===== src/rtl/hazard_ctrl.sv =====
// Pipeline hazard controller: sequences load-use stalls, redirect flushes and
// memory-busy waits through a Moore FSM, and counts lost cycles for debug.
module hazard_ctrl #(
    parameter int          XLEN         = 32,
    parameter int          FLUSH_CYCLES = 2,
    parameter logic [6:0]  LOAD_OPCODE  = 7'b0000011
) (
    input  logic            clk_i,
    input  logic            reset_i,
    input  logic [4:0]      id_rs1_addr_i,
    input  logic [4:0]      id_rs2_addr_i,
    input  logic            id_rs_read_en_i,
    input  logic [6:0]      ex_opcode_i,
    input  logic [4:0]      ex_rd_addr_i,
    input  logic            redirect_i,
    input  logic [XLEN-1:0] redirect_pc_i,
    input  logic            mem_busy_i,
    output logic            pc_hold_o,
    output logic            halt_o,
    output logic            flush_o,
    output logic            pc_load_o,
    output logic [XLEN-1:0] pc_load_val_o,
    output logic [1:0]      state_o,
    output logic [15:0]     stall_cnt_o
);

    typedef enum logic [1:0] {
        RUN        = 2'd0,
        LOAD_STALL = 2'd1,
        FLUSH      = 2'd2,
        MEM_WAIT   = 2'd3
    } state_t;

    localparam logic [3:0] FLUSH_LOAD = 4'(FLUSH_CYCLES - 1);

    state_t     state, next_state;
    logic [3:0] flush_cnt, next_cnt;
    logic       load_use;

    assign load_use = (ex_opcode_i == LOAD_OPCODE) && (ex_rd_addr_i != 5'd0) &&
                      id_rs_read_en_i &&
                      ((ex_rd_addr_i == id_rs1_addr_i) || (ex_rd_addr_i == id_rs2_addr_i));

    always_comb begin
        // NOTE: defaults first so every path assigns every output; no latches.
        next_state = state;
        next_cnt   = flush_cnt;
        if (redirect_i) begin
            next_state = FLUSH;
            next_cnt   = FLUSH_LOAD;
        end else begin
            case (state)
                RUN: begin
                    if (mem_busy_i)    next_state = MEM_WAIT;
                    else if (load_use) next_state = LOAD_STALL;
                end
                LOAD_STALL: next_state = mem_busy_i ? MEM_WAIT : RUN;
                FLUSH: begin
                    // Memory busy only matters once the wrong-path squash is done.
                    if (flush_cnt != 4'd0) next_cnt   = flush_cnt - 4'd1;
                    else                   next_state = mem_busy_i ? MEM_WAIT : RUN;
                end
                MEM_WAIT: if (!mem_busy_i) next_state = RUN;
                default:  next_state = RUN;
            endcase
        end
    end

    // Control outputs are registered from the next state, so they always match state_o.
    always_ff @(posedge clk_i or posedge reset_i) begin
        if (reset_i) begin
            state         <= RUN;
            flush_cnt     <= 4'd0;
            pc_hold_o     <= 1'b0;
            halt_o        <= 1'b0;
            flush_o       <= 1'b0;
            pc_load_o     <= 1'b0;
            pc_load_val_o <= '0;
            stall_cnt_o   <= 16'd0;
        end else begin
            // NOTE: non-blocking so every flop samples the pre-edge values.
            state     <= next_state;
            flush_cnt <= next_cnt;
            pc_hold_o <= (next_state == LOAD_STALL) || (next_state == MEM_WAIT);
            halt_o    <= (next_state != RUN);
            flush_o   <= (next_state == FLUSH);
            pc_load_o <= redirect_i;
            if (redirect_i)
                pc_load_val_o <= redirect_pc_i;
            if ((state != RUN) && (stall_cnt_o != 16'hFFFF))
                stall_cnt_o <= stall_cnt_o + 16'd1;
        end
    end

    assign state_o = state;

endmodule


===== config.mk =====
export PLATFORM = sky130hd
export DESIGN_NAME = hazard_ctrl
export DESIGN_NICKNAME = d
export VERILOG_FILES = /design/src/rtl/hazard_ctrl.sv
export SDC_FILE = /design/constraint.sdc
export NUM_CORES = 1
export LEC_CHECK = 0
export ABC_AREA = 1
export CAP_MARGIN = 25
export CORE_UTILIZATION = 35
export DETAILED_ROUTE_END_ITERATION = 10
export GPL_TIMING_DRIVEN = 0
export PLACE_DENSITY = 0.67
export RECOVER_POWER = 100
export SETUP_SLACK_MARGIN = 0.3
export SYNTH_ARGS = -nofsm -noshare
export SYNTH_HDL_FRONTEND = slang
export SYNTH_SLANG_ARGS = --single-unit

===== constraint.sdc =====
create_clock -name clk_i -period 2.5 [get_ports clk_i]
set_clock_uncertainty 0.15 [all_clocks]
set_input_delay 0.75 -clock clk_i [delete_from_list [all_inputs] [get_ports clk_i]]
set_output_delay 0.75 -clock clk_i [all_outputs]
set_load 0.01 [all_outputs]

==> results.toml, run 1 <==
[floorplanning]
core_sq_um = 7690
ios = 113
die_h_um = 91.1
fp.dieW_um = 91.1
initial_core_util = 0.362
dieArea_sq_um = 8310
rows = 32

[logic_synthesis]
synthArstFlopShare = 1.00
synth_xor_area_frac = 0.0283
synth_top_family_by_area = "simple AND/OR/NAND/NOR gates"
syn_inst = 363
synth_ff_type = "dfrtp_1"
yosys_warnings = 0
synth_simple_gate_area_share = 0.344
synth.area.mux_share = 0
yosys_register_bits = 57
synth_cell_types = 29
synth.avg_cell_area_sq_um = 7.66
synthesis.nets = 424
yosys.area_share.adder = 0.00900
synth_compound_area_frac = 0.0319
seq_area_frac_synth = 0.513
netlist_area_sq_um = 2780
synth-edff-count = 0

[critical_path]
crit_path_start_kind = "flop"
cp_max_fo = 2
crit_type = "flop to output port"
slowest_delay_ns = 0.61
r2r_start = "stall_cnt_o[0]$_DFFE_PP0P_"
crit_path_cell_trace = "dlygate4sd3_1"
arrival_ns = 1.34
crit_start = "stall_cnt_o[4]$_DFFE_PP0P_"
cp.required_ns = 1.60
crit_path_end = "stall_cnt_o[4]"
worst-path-stages = 1
rr_endpoint = "stall_cnt_o[6]$_DFFE_PP0P_"
crit_family = "buffers and inverters"
critical_path_buf_inv_count = 1
slowest_stage = "dlygate4sd3_1"
rrSetupSlack_ns = 0.34
crit_path_end_kind = "output port"
reg2regPathDepth = 9

[cts]
cts-buffers-inserted = 9
cts.htree.levels = 3
clockBufferDepth = 2
cts_tree = "done"
cts_sinks = 57
clk_pin_slew_ns = 0.07
cts_root_buf = "clkbuf_8"
clkLatencyLatePin_ns = 0.34
cts_hold_buf = 0

[route]
first_pass_iters = 4
routed_wl_um = 6820
vias_per_cell = 4.43
avgRoutedWirePerCell_um = 11.3
ant_nets = 0
dr.first_iter.drc_count = 90
vias = 2676
drc_errors = 0

[global_routing]
grt_pass1_wl_um = 11800
track_usage = 0.179
antenna_found_initial = 0
grt_pass1_vias = 2668
grt_overflow = 0
grt_max_degree = 34

[placed_design]
gp_congestion = 0.856
dpl.hpwl_um = 5110
placed_cell_area_sq_um = 4050
io_buffers = 112

[timing]
fin_crit_sh = 0.895
fmax_ghz = 0.447
slew-limit-headroom = 0.222
tns_ns = 0
setup_viol = 0
period_minus_slack_ns = 2.24
finalHoldViolCount = 0
rsz0062_at_grt = "false"
report.final.slew_viol_count = 0
worst_pin_slew_ns = 1.16

[layout]
n_antenna_cell = 0
seq_area_sq_um = 1430
fin_area_sq_um = 4320
layout.nets = 558
multi_input_area_sq_um = 1140
fillers = 732
layout-drive-gt1-share = 0.0817
area_growth_pct = 55.3

[power]
power.density_nw_per_um2 = 712
vdd_drop_max_mv = 0.344
leakage_nw = 2.14

[outcome]
outcome = "finished clean"

[flow_run]
maxCapViolations = 0

[hold_path]
hold_path_class = "flop to flop"
hold_depth = 2
==> cell type report <==
cell class,count,area share
well taps,102,0.0295
plain buffers,9,0.0116
clock inverters,6,0.0209
clock buffers,10,0.0319
flip-flops and latches,57,0.331
repair buffers,123,0.276
multi-input cells,257,0.263
inverters,40,0.0362
==> synthesized netlist by cell type (2+ instances only) <==
cell type / number / area share
a21oi_1: 4 / 0.0072
o21ai_0: 7 / 0.013
xor2_1: 3 / 0.0094
inv_1: 38 / 0.051
o21ai_2: 3 / 0.0094
clkbuf_1: 5 / 0.0067
nand4_1: 3 / 0.0067
ha_1: 2 / 0.0090
nor3_2: 2 / 0.0072
nor2_1: 24 / 0.032
nand3_1: 15 / 0.027
nand2_1: 174 / 0.23
nand3b_2: 2 / 0.0081
nor3_1: 5 / 0.0090
dfrtp_1: 57 / 0.51
xnor2_1: 6 / 0.019
==> cells by family after synthesis <==
logic type                 Yosys count
xor gates and xnor gates             9
buffers and inverters               49
AOI/OAI and AO/OA                   15
adders and majority gates            2
DFF                                 57
and+or+nand+nor                    231
==> where the power goes <==
part	total (mW)	internal [mW]	switching (mW)	leakage, nW
logic	0.940	0.459	0.481	1.32
clock network	0.970	0.591	0.379	0.113
registers	1.17	1.07	0.0952	0.703
==> per-stage QoR <==
stage	std cells	util	worst slack [ns]	power (mW)	hold slack, ns
3_5_place_dp	578	0.527	0.0944	2.13	0.308
3_3_place_gp	577	0.525	0.106	2.10	0.303
2_1_floorplan	363	-	0.729	1.67	0.324
5_1_grt	604	0.562	0.151	3.28	0.332
4_1_cts	603	0.566	0.305	3.18	0.325
6_report	604	0.562	0.261	3.08	0.317
==> flip-flops by register name, summed over array words and instances, names as in the netlist <==
signal,cells
halt_o,1
stall_cnt_o,16
state_o,2
pc_load_val_o,32
pc_load_o,1
flush_cnt,4
flush_o,1
==> how the worst min path moves through the flow <==
stage	startpoint	endpoint	slack, ns
2_1_floorplan	flush_cnt[1]$_DFFE_PP0P_	flush_cnt[1]$_DFFE_PP0P_	0.32
3_3_place_gp	pc_load_val_o[17]$_DFFE_PP0P_	pc_load_val_o[17]$_DFFE_PP0P_	0.30
3_5_place_dp	pc_load_val_o[26]$_DFFE_PP0P_	pc_load_val_o[26]$_DFFE_PP0P_	0.31
4_1_cts	pc_load_val_o[26]$_DFFE_PP0P_	pc_load_val_o[26]$_DFFE_PP0P_	0.33
5_1_grt	pc_load_val_o[15]$_DFFE_PP0P_	pc_load_val_o[15]$_DFFE_PP0P_	0.33
6_report	pc_load_val_o[29]$_DFFE_PP0P_	pc_load_val_o[29]$_DFFE_PP0P_	0.32
==> metal layers <==
metal / share of wire / wire [um] / track usage
met1: 0.44 / 2990 / 0.209
met2: 0.47 / 3200 / 0.295
met3: 0.084 / 571 / 0.0704
met4: 0.0081 / 55 / 0.0661
met5: 0 / 0 / 0
==> cells in the final DEF, fill, tap and decap left out, drive strengths merged, types with 10 or more instances in the layout <==
cell type and n:
dlygate4sd3 40, dfrtp 57, clkdlybuf4s50 55, clkbuf 20, buf 13, nor2 25
nand2 175, o21ai 10, nand3 16, inv 39
==> what timing repair did <==
action | in CTS | in global routing
pin swaps | 0 | 0
gates resized for setup | 9 | 13
hold endpoints to repair | 0 | 0
buffers inserted | 9 | 1
endpoints found under the setup margin | 14 | 14
No activity file was read; power rests on OpenSTA's default activity.
==> inputs of run 2 (changes only) <==
--- a/config.mk
+++ b/config.mk
@@ -7,6 +7,7 @@
 export LEC_CHECK = 0
 export ABC_AREA = 1
 export CAP_MARGIN = 25
+export CORE_ASPECT_RATIO = 2
 export CORE_UTILIZATION = 35
 export DETAILED_ROUTE_END_ITERATION = 10
 export GPL_TIMING_DRIVEN = 0
==> results.toml, run 2 (synthesized netlist as in run 1, its figures left out) <==
[layout]
area_growth_pct = 56.8
layout.nets = 554
layout.cells.non_filler = 592
final_common_cell = "nand2_1"
layout-drive-gt1-share = 0.0663
reg_top3 = "pc_load_val_o (32), stall_cnt_o (16), flush_cnt (4)"
final_cell_mix = "174 x nand2_1, 56 x dfrtp_1, 55 x clkdlybuf4s50_1, 47 x dlygate4sd3_1, 37 x inv_1"
fillers = 768
fin_area_sq_um = 4360
regMostFlops = "pc_load_val_o"
largest_register_ffs = 32
n_antenna_cell = 0

[power]
p_seq_frac = 0.362
power.density_nw_per_um2 = 752
clockPowerShare = 0.361
vdd_drop_max_mv = 0.409
leakage_nw = 2.16
intPower_mw = 2.31
power_frac_comb = 0.277
switchingPower_uw = 973
swShare = 0.297

[critical_path]
r2r_start = "stall_cnt_o[0]$_DFFE_PP0P_"
critical_path_buf_inv_count = 1
arrival_ns = 1.33
crit_family = "buffers and inverters"
crit_path_end_kind = "output port"
rr_endpoint = "stall_cnt_o[2]$_DFFE_PP0P_"
crit_start = "state_o[1]$_DFF_PP0_"
cp_max_fo = 3
reg2regPathDepth = 10
slowest_delay_ns = 0.62
crit_path_cell_trace = "dlygate4sd3_1"
slowest_stage = "dlygate4sd3_1"
crit_type = "flop to output port"
crit_path_start_kind = "flop"
rrSetupSlack_ns = 0.36
cp.required_ns = 1.60

[cts]
clk_pin_slew_ns = 0.05
clockBufferDepth = 2
cts_sinks = 57
cts-buffers-inserted = 9
clkLatencyLatePin_ns = 0.32
cts_tree = "done"
cts.htree.levels = 3
cts_hold_buf = 0
cts_root_buf = "clkbuf_16"

[floorplanning]
initial_core_util = 0.363
die_h_um = 128
dieArea_sq_um = 8330
rows = 45
fp.dieW_um = 65.0
ios = 113
core_sq_um = 7660

[hold_path]
hp-start = "pc_load_val_o[9]$_DFFE_PP0P_"
hold_path_class = "flop to flop"
hold_depth = 2
min_to = "pc_load_val_o[9]$_DFFE_PP0P_"

[placed_design]
dp.cells = 570
io_buffers = 112
gp_congestion = 0.846
placed_cell_area_sq_um = 4040
dpl.hpwl_um = 5600
pre_cts_slack_ns = 0.0716

[timing]
period_minus_slack_ns = 2.23
fin_crit_sh = 0.893
fmax_ghz = 0.448
setup_viol = 0
fin_ws_ns = 0.266
report.final.slew_viol_count = 0
finalHoldViolCount = 0
worst_pin_slew_ns = 1.06
slew-limit-headroom = 0.289
rsz0062_at_grt = "false"
tns_ns = 0
whs_ns = 0.311

[flow_run]
maxCapViolations = 0

[route]
vias = 2736
drc_errors = 0
vias_per_cell = 4.62
ant_nets = 0
routed_wl_um = 7380
avgRoutedWirePerCell_um = 12.5
first_pass_iters = 7
dr.first_iter.drc_count = 84

[global_routing]
grt_max_degree = 36
grt_pass1_wl_um = 12500
track_usage = 0.198
antenna_found_initial = 0
grt_pass1_vias = 2690
grt_overflow = 0

[outcome]
outcome = "finished clean"
-- run 2: cell types whose count changed in the layout (fill, tap and decap cells not counted), moves of 3 or more --
cell,before,now
clkdlybuf4s25_1,9,6
clkbuf_8,10,1
buf_4,10,6
clkbuf_16,0,9
dlygate4sd3_1,40,47
-- run 2: metal layers --
| layer | vias up | share of wire | global-route usage |
|---|---|---|---|
| met2 | 84 | 0.58 | 0.360 |
| met5 | - | 0 | 0 |
| li1 | 1372 | - | - |
| met3 | 13 | 0.034 | 0.0427 |
| met1 | 1267 | 0.36 | 0.206 |
| met4 | 0 | 0.026 | 0.106 |
-- run 2: final cells by class --
cell class                 instances  area (sq um)  share of cell area
buffer                             9          50.0              0.0115
inverter                          40           156              0.0359
clock inverter                     3          40.0             0.00918
multi-input combinational        257          1140               0.261
sequential                        57          1430               0.327
tap                               94           118              0.0270
timing repair buffer             119          1180               0.271
clock buffer                      13           250              0.0574
-- run 2: power by group through the flow --
| stage | Combinational (mW) | Clock [mW] | Sequential, mW |
|---|---|---|---|
| after floorplan | 0.423 | 0 | 1.25 |
| after global placement | 0.892 | 0 | 1.21 |
| after detailed placement | 0.926 | 0 | 1.22 |
| after CTS | 0.968 | 1.21 | 1.19 |
| after global routing | 1.03 | 1.25 | 1.21 |
| final | 0.909 | 1.19 | 1.19 |
-- run 2: worst max path at each step --
stage / cells after the start / slack (ns) / to
final: 1 / 0.27 / state_o[1]
after floorplan: 9 / 0.73 / stall_cnt_o[5]$_DFFE_PP0P_
after global placement: 6 / 0.11 / pc_load_val_o[31]$_DFFE_PP0P_
after global routing: 9 / 0.16 / stall_cnt_o[6]$_DFFE_PP0P_
after detailed placement: 6 / 0.07 / pc_load_val_o[19]$_DFFE_PP0P_
after CTS: 1 / 0.30 / stall_cnt_o[11]
-- run 2: timing repair --
item                       CTS  global route
hold endpoints to repair     0             0
resized for setup            8            10
setup buffers                5             1
setup endpoints to repair    8            21
-- run 2: through the flow --
step                total power [mW]  utilization
floorplan                       1.67            -
global placement                2.10        0.525
detailed placement              2.14        0.528
CTS                             3.37        0.571
global route                    3.48        0.569
finish                          3.28        0.569
==> inputs of run 3 (changes only) <==
--- a/config.mk
+++ b/config.mk
@@ -14,6 +14,7 @@
 export PLACE_DENSITY = 0.67
 export RECOVER_POWER = 100
 export SETUP_SLACK_MARGIN = 0.3
+export SLEW_MARGIN = 20
 export SYNTH_ARGS = -nofsm -noshare
 export SYNTH_HDL_FRONTEND = slang
 export SYNTH_SLANG_ARGS = --single-unit
==> results.toml, run 3 (synthesized netlist as in run 1, its figures left out) <==
[global_routing]
grt_max_degree = 26
grtUsageMet1 = 0.200
grt_pass1_wl_um = 12500
track_usage = 0.202
grt_pass1_vias = 2668
antenna_found_initial = 0
grt.busiest_layer = "met2"
use_met3 = 0.0534
use_met2 = 0.371
grt_overflow = 0

[placed_design]
io_buffers = 112
gp_congestion = 0.846
dp.cells = 571
dpl.hpwl_um = 5630

[timing]
tns_ns = 0
slew-limit-headroom = 0.630
setup_viol = 0
fin_crit_sh = 0.904
period_minus_slack_ns = 2.26
fmax_ghz = 0.443
rsz0062_at_grt = "true"
report.final.slew_viol_count = 0
finalHoldViolCount = 0
worst_pin_slew_ns = 0.551

[critical_path]
rr_endpoint = "stall_cnt_o[2]$_DFFE_PP0P_"
crit_path_end_kind = "output port"
crit_path_cell_trace = "dlygate4sd3_1"
cp.required_ns = 1.60
cp_max_fo = 5
reg2regPathDepth = 10
slowest_stage = "dlygate4sd3_1"
worst-path-stages = 1
crit_path_start_kind = "flop"
crit_start = "stall_cnt_o[10]$_DFFE_PP0P_"
r2r_start = "stall_cnt_o[0]$_DFFE_PP0P_"
rrSetupSlack_ns = 0.36
critical_path_buf_inv_count = 1
slowest_delay_ns = 0.61
crit_type = "flop to output port"
arrival_ns = 1.36
crit_family = "buffers and inverters"
crit_path_end = "stall_cnt_o[10]"

[cts]
cts-buffers-inserted = 9
cts_tree = "done"
clk_pin_slew_ns = 0.05
cts_root_buf = "clkbuf_16"
cts_sinks = 57
cts.htree.levels = 3
clkLatencyLatePin_ns = 0.33
clockBufferDepth = 2
cts_hold_buf = 0

[layout]
n_antenna_cell = 0
seq_area_sq_um = 1430
post-route-util = 0.572
area_growth_pct = 57.4
regMostFlops = "pc_load_val_o"
layout.nets = 554
final_cell_mix = "174 x nand2_1, 55 x dfrtp_1, 55 x clkdlybuf4s50_1, 47 x dlygate4sd3_1, 37 x inv_1"
layout.cells.non_filler = 590
final_common_cell = "nand2_1"
layout-drive-gt1-share = 0.0706
fillers = 763
reg_top3 = "pc_load_val_o (32), stall_cnt_o (16), flush_cnt (4)"
multi_input_area_sq_um = 1140
largest_register_ffs = 32

[outcome]
outcome = "finished clean"

[floorplanning]
dieArea_sq_um = 8330
core_sq_um = 7660
rows = 45
die_h_um = 128
initial_core_util = 0.363
ios = 113
fp.dieW_um = 65.0

[power]
power.density_nw_per_um2 = 749
vdd_drop_max_mv = 0.553
leakage_nw = 2.18

[route]
ant_nets = 0
vias = 2715
drc_errors = 0
avgRoutedWirePerCell_um = 12.6
vias_per_cell = 4.60
dr.first_iter.drc_count = 112
first_pass_iters = 4
routed_wl_um = 7460

[hold_path]
hold_path_class = "flop to flop"
hold_depth = 2

[flow_run]
maxCapViolations = 0
[run 3: through the flow]
stage	total power [mW]	worst slack [ns]	area (sq um)	hold slack [ns]
floorplan	1.67	0.729	2790	0.324
global placement	2.10	0.111	4020	0.304
detailed placement	2.15	0.0655	4070	0.307
CTS	3.36	0.280	4390	0.319
global route	3.48	0.171	4380	0.328
finish	3.28	0.241	4380	0.313
[run 3: repair_timing]
action | CTS | global route
gates resized for setup | 7 | 12
buffers inserted | 5 | 0
endpoints found under the setup margin | 9 | 23
[run 3: cell type report]
cell class,count,share of cell area
Sequential cell,57,0.326
Timing Repair Buffer,119,0.275
Multi-Input combinational cell,257,0.260
Clock buffer,10,0.0546
Inverter,40,0.0357
Tap cell,94,0.0269
Buffer,9,0.0114
Clock inverter,4,0.0103
[run 3: where the power goes]
part	internal, mW	switching (mW)	total (mW)
Combinational	0.444	0.466	0.910
Sequential	1.07	0.114	1.19
Clock	0.779	0.405	1.18
[run 3: layer usage]
| metal | wire (um) | part of all wire | up-vias |
|---|---|---|---|
| met2 | 4280 | 0.57 | 72 |
| met4 | 187 | 0.025 | 0 |
| met3 | 305 | 0.041 | 12 |
| li1 | - | - | 1370 |
| met1 | 2680 | 0.36 | 1261 |
| met5 | 0 | 0 | - |
[run 3: how the worst min path moves through the flow]
stage	from	to
2_1_floorplan	flush_cnt[1]$_DFFE_PP0P_	flush_cnt[1]$_DFFE_PP0P_
3_3_place_gp	pc_load_val_o[12]$_DFFE_PP0P_	pc_load_val_o[12]$_DFFE_PP0P_
3_5_place_dp	pc_load_val_o[10]$_DFFE_PP0P_	pc_load_val_o[10]$_DFFE_PP0P_
4_1_cts	pc_load_val_o[10]$_DFFE_PP0P_	pc_load_val_o[10]$_DFFE_PP0P_
5_1_grt	pc_load_val_o[4]$_DFFE_PP0P_	pc_load_val_o[4]$_DFFE_PP0P_
6_report	pc_load_val_o[4]$_DFFE_PP0P_	pc_load_val_o[4]$_DFFE_PP0P_
